===== src/rtl/store_checker_entry.sv =====
// One expected-store table slot: holds {valid, addr, data, matched} and flags
// whether the store on the bus hits it with equal or with unequal data.
module store_checker_entry #(
  parameter int ADDR_W = 32,
  parameter int DATA_W = 32
) (
  input  logic              clk,
  input  logic              reset,
  input  logic              we,
  input  logic [ADDR_W-1:0] cfg_addr,
  input  logic [DATA_W-1:0] cfg_data,
  input  logic              clear_match,
  input  logic              set_match,
  input  logic              mem_write,
  input  logic [ADDR_W-1:0] data_adr,
  input  logic [DATA_W-1:0] write_data,
  output logic              valid,
  output logic              matched,
  output logic              hit,
  output logic              mismatch
);

  logic [ADDR_W-1:0] addr_q;
  logic [DATA_W-1:0] data_q;
  logic              addr_eq;

  always_ff @(posedge clk) begin
    if (!reset) begin
      valid   <= 1'b0;
      matched <= 1'b0;
      addr_q  <= '0;
      data_q  <= '0;
    end else begin
      if (we) begin
        valid  <= 1'b1;
        addr_q <= cfg_addr;
        data_q <= cfg_data;
      end
      if (clear_match)           matched <= 1'b0;
      else if (set_match && hit) matched <= 1'b1;
    end
  end

  assign addr_eq  = valid && mem_write && (data_adr == addr_q);
  assign hit      = addr_eq && (write_data == data_q);
  assign mismatch = addr_eq && (write_data != data_q);

endmodule


===== config.mk =====
export PLATFORM = sky130hd
export DESIGN_NAME = store_checker_entry
export DESIGN_NICKNAME = d
export VERILOG_FILES = /design/src/rtl/store_checker_entry.sv
export SDC_FILE = /design/constraint.sdc
export NUM_CORES = 1
export LEC_CHECK = 0
export BUFFER_PORTS_ARGS = -buffer_cell sky130_fd_sc_hd__clkbuf_2
export CAP_MARGIN = 20
export CORE_MARGIN = 4
export CORE_UTILIZATION = 45
export CTS_CLUSTER_SIZE = 28
export DETAILED_ROUTE_END_ITERATION = 7
export PLACE_DENSITY = 0.76
export SETUP_SLACK_MARGIN = 0.4
export SYNTH_ARGS = -nofsm -noshare
export SYNTH_HDL_FRONTEND = slang
export SYNTH_SLANG_ARGS = --single-unit

===== constraint.sdc =====
create_clock -name clk -period 3.3 [get_ports clk]
set_input_delay 0.165 -clock clk [delete_from_list [all_inputs] [get_ports clk]]
set_output_delay 0.165 -clock clk [all_outputs]
set_load 0.03 [all_outputs]

**Word-level counts from Yosys, hierarchy flattened**

Index checks and enable logic that the tools add are counted.

- Word-level logic and storage cells: 14
- Bits in registers: 66
- Output and inout bits: 4
- Bits of input ports: 134

- Bitwise logic cells: 1
- Equal/unequal tests: 3
- Reduce and logical (&&, ||, !) cells: 6

Operators with widths:

| cell | number |
|---|---|
| 32-bit == test | 2 |
| 32-bit inequality test | 1 |
| 1-bit logical AND | 5 |
| 2-bit OR reduction | 1 |
| 1-bit inverter | 1 |

**Longest topological paths before layout**

- Word-level depth: 4
- Depth in mapped cells: 5
- Gate-level depth less buffers: 5

**Worst setup path before layout**

No wires, ideal clock.

- Path kind: reg-to-output
- From: register valid
- To: output port mismatch
- Required time: 3.135 ns
- Cell stages (with the launch flop): 5
- Buffers on the path: 0
- Data arrival time: 1.541 ns
- Slack: 1.594 ns
- Path through: dfxtp_1 > nand3_1 > nor4b_1 > nand4_1 > a21oi_1

- Word-level cells in the longest chain between the ends: 3

Ends and longest elaborated chain:

| item | line | text |
|---|---|---|
| start, declared | 17 | `output logic valid,` |
| start signal, assigned | 29 | `valid <= 1'b0;` |
| start signal, assigned | 35 | `valid <= 1'b1;` |
| 1-bit logical AND (2 in series) | 44 | `assign addr_eq = valid && mem_write && (data_adr == addr_q);` |
| 1-bit logical AND | 46 | `assign mismatch = addr_eq && (write_data != data_q);` |
| end, declared | 20 | `output logic mismatch` |

No other way between the ends.

**Worst setup path in the final report**

- From: register addr_q[0]
- To: output port mismatch

- Word-level cells in the longest chain between the ends: 3

Ends and longest elaborated chain:

| item | line | text |
|---|---|---|
| start, declared | 23 | `logic [ADDR_W-1:0] addr_q;` |
| start signal, assigned | 36 | `addr_q <= cfg_addr;` |
| 32-bit == test | 44 |  |
| 1-bit logical AND | 44 |  |
| 1-bit logical AND | 46 |  |

No other way between the ends.

==> results.ini <==
[die]
boundaryPins=138
dieArea_um2=8670
initial_core_util=0.472
chipWidth_um=93.1
coreArea_um2=6910
die_height_um=93.1
num_rows=30

[sta]
grt_setup_unrepaired=false
finalCritPeriodShare=0.674
slew_viol_final=0
hold_viol_final=0
post-route-min-period_ns=2.22
max_freq_ghz=0.450
finalWorstSetupSlack_ns=1.08
relSlewSlack=0.280
skew_ns=0.00646
tightest_slew_ns=1.08
setup_viol=0
setup_tns_ns=0

[cells_and_area]
finalNonFillerCells=552
nets=585
n_antenna_cell=0
design_area_um2=4230
area_growth_pct=29.7
drive_above_1_share=0.344

[clocking]
hold_buffers=0
htreeDepth=3
cts_tree=built
cts_resized=0
clock_latency_ns=0.33
cts_buffer_depth=2
clk_pin_slew_ns=0.08
postCtsSetupRepairBufs=0
cts_buffers=9
cts-root-buf=clkbuf_8
clkSinkCount=66

[power]
power.leakage_nw=1.86
peakVddDrop_v=0.000199
total_power_mw=1.88
power.density_nw_per_um2=443

[grt]
grt_pass1_vias=2802
grt-ovfl-total=0
grt_pass1_wl_mm=12.7
antenna_found_initial=0
grt_usage=0.186
grt_max_degree=67

[synthesis]
netlist_top_cells_area=dfxtp_1 41%, mux2i_1 20%, xnor2_1 17%
postSynthCellCount=316
async_reset_ff_frac=0
ys_seq_area_frac=0.405
synth_flop_cell=dfxtp_1
synth-edff-count=0
synth_area_per_cell_um2=10.3
yosys-top-cells-count=66 x dfxtp_1, 65 x nor2b_1, 64 x mux2i_1, 62 x xnor2_1, 20 x nand4_1
syn-num-nets=450
yosysMostFrequentCell=dfxtp_1
synth_cell_type_count=20
ys_seq_elements=66
synth_top_cell_by_area=dfxtp_1
syn_area_um2=3260
synth_top_area_share=0.405
ys_warn_count=0

[routing]
dr.first_iter.drc_count=119
drtPass1Iterations=4
finalWirelength_mm=7.98
vias=2669
drcViolationCount=0
via_per_inst=4.84
wl_per_cell_um=14.4
antenna_left=0

[placement]
place_congestion=0.832
dpl_cell_area_um2=4010
io_buffers=137
place_ws_ns=1.45
hpwl_mm=6.07
dpl.cell_count=535

[setup_path]
reg2reg_slack_ns=1.79
worst-endpoint-required_ns=3.13
worst_setup_path_end_kind=output port
start_kind=flip-flop
slowest_delay_ns=0.34
slowest_stage=nor4b_1
path_max_fanout=2
cp_num_buf_inv=1
crit_family=simple AND/OR/NAND/NOR gates
worstPathArrival_ns=2.06
worstPathCellList=xnor2_1 > nand3_1 > nor4b_1 > nand4_1 > a21oi_1 > clkbuf_2
critical_path_class=flip-flop to output port

[run_status]
status=completed

[worst_hold_path]
hold_path_class=input port to flip-flop

[job]
cap_violations=0

[state kept, by name, indices dropped and copies added (netlist names)]
signal   count
valid        1
data_q      32
addr_q      32
matched      1
[worst min-delay path, cell delays in order]
cell and delay (ns):
clkbuf_2 0.07, mux2i_1 0.05, nor2b_1 0.09
[final timing paths]
path | endpoint | start | cells after the start
worst max-delay path | mismatch | addr_q[0]$_SDFFE_PN0P_ | 6
worst min-delay path | addr_q[17]$_SDFFE_PN0P_ | cfg_addr[17] | 3
worst max register to register | matched$_SDFFE_PP0P_ | addr_q[0]$_SDFFE_PN0P_ | 5
worst min register to register | matched$_SDFFE_PP0P_ | matched$_SDFFE_PP0P_ | 1
[power breakdown]
part           internal, mW  switching, mW
Combinational         0.179          0.137
Clock                 0.369          0.315
Sequential            0.844         0.0319
Total                  1.39          0.484
[final cells by class]
| cell class | count | area [um^2] |
|---|---|---|
| Clock buffer | 10 | 138 |
| Clock inverter | 6 | 66.3 |
| Fill cell | 636 | 2680 |
| Multi-Input combinational cell | 236 | 1880 |
| Sequential cell | 66 | 1320 |
| Tap cell | 96 | 120 |
| Timing Repair Buffer | 138 | 708 |
[metrics by stage]
stage	hold WS (ns)	util
after floorplan	0.324	-
final	0.0870	0.612
after global routing	0.0870	0.612
after detailed placement	0.432	0.580
after CTS	0.0731	0.609
after global placement	0.421	0.580
[cells in the final DEF (no fill, tap or decap), types with 2 or more instances in the layout]
cell        count
nor2_1          2
xnor2_1        62
nand3_1         2
xor2_1          2
nor2b_1        65
clkbuf_8       10
clkbuf_2      136
nand4_1        20
nand2_1         7
nor4_1          4
clkinvlp_4      3
dfxtp_1        66
nor4_2          2
mux2i_1        64
[layer usage]
metal	global-route usage	up-vias	wire length [um]
met1	0.231	1216	3470
met5	0	-	0
li1	-	1340	-
met3	0.0499	13	592
met2	0.304	100	3800
met4	0.0757	0	118
[kinds of logic (layout without fill, tap and decap cells)]
kind of cell,Yosys count,in the layout,share of synthesized area
buffers and inverters,14,154,0.0196
xor gates and xnor gates,64,64,0.172
DFF,66,66,0.405
AOI/OAI and AO/OA,3,3,0.00844
muxes,64,64,0.196
and+or+nand+nor,105,105,0.198
(Power assumes the default switching activity.)
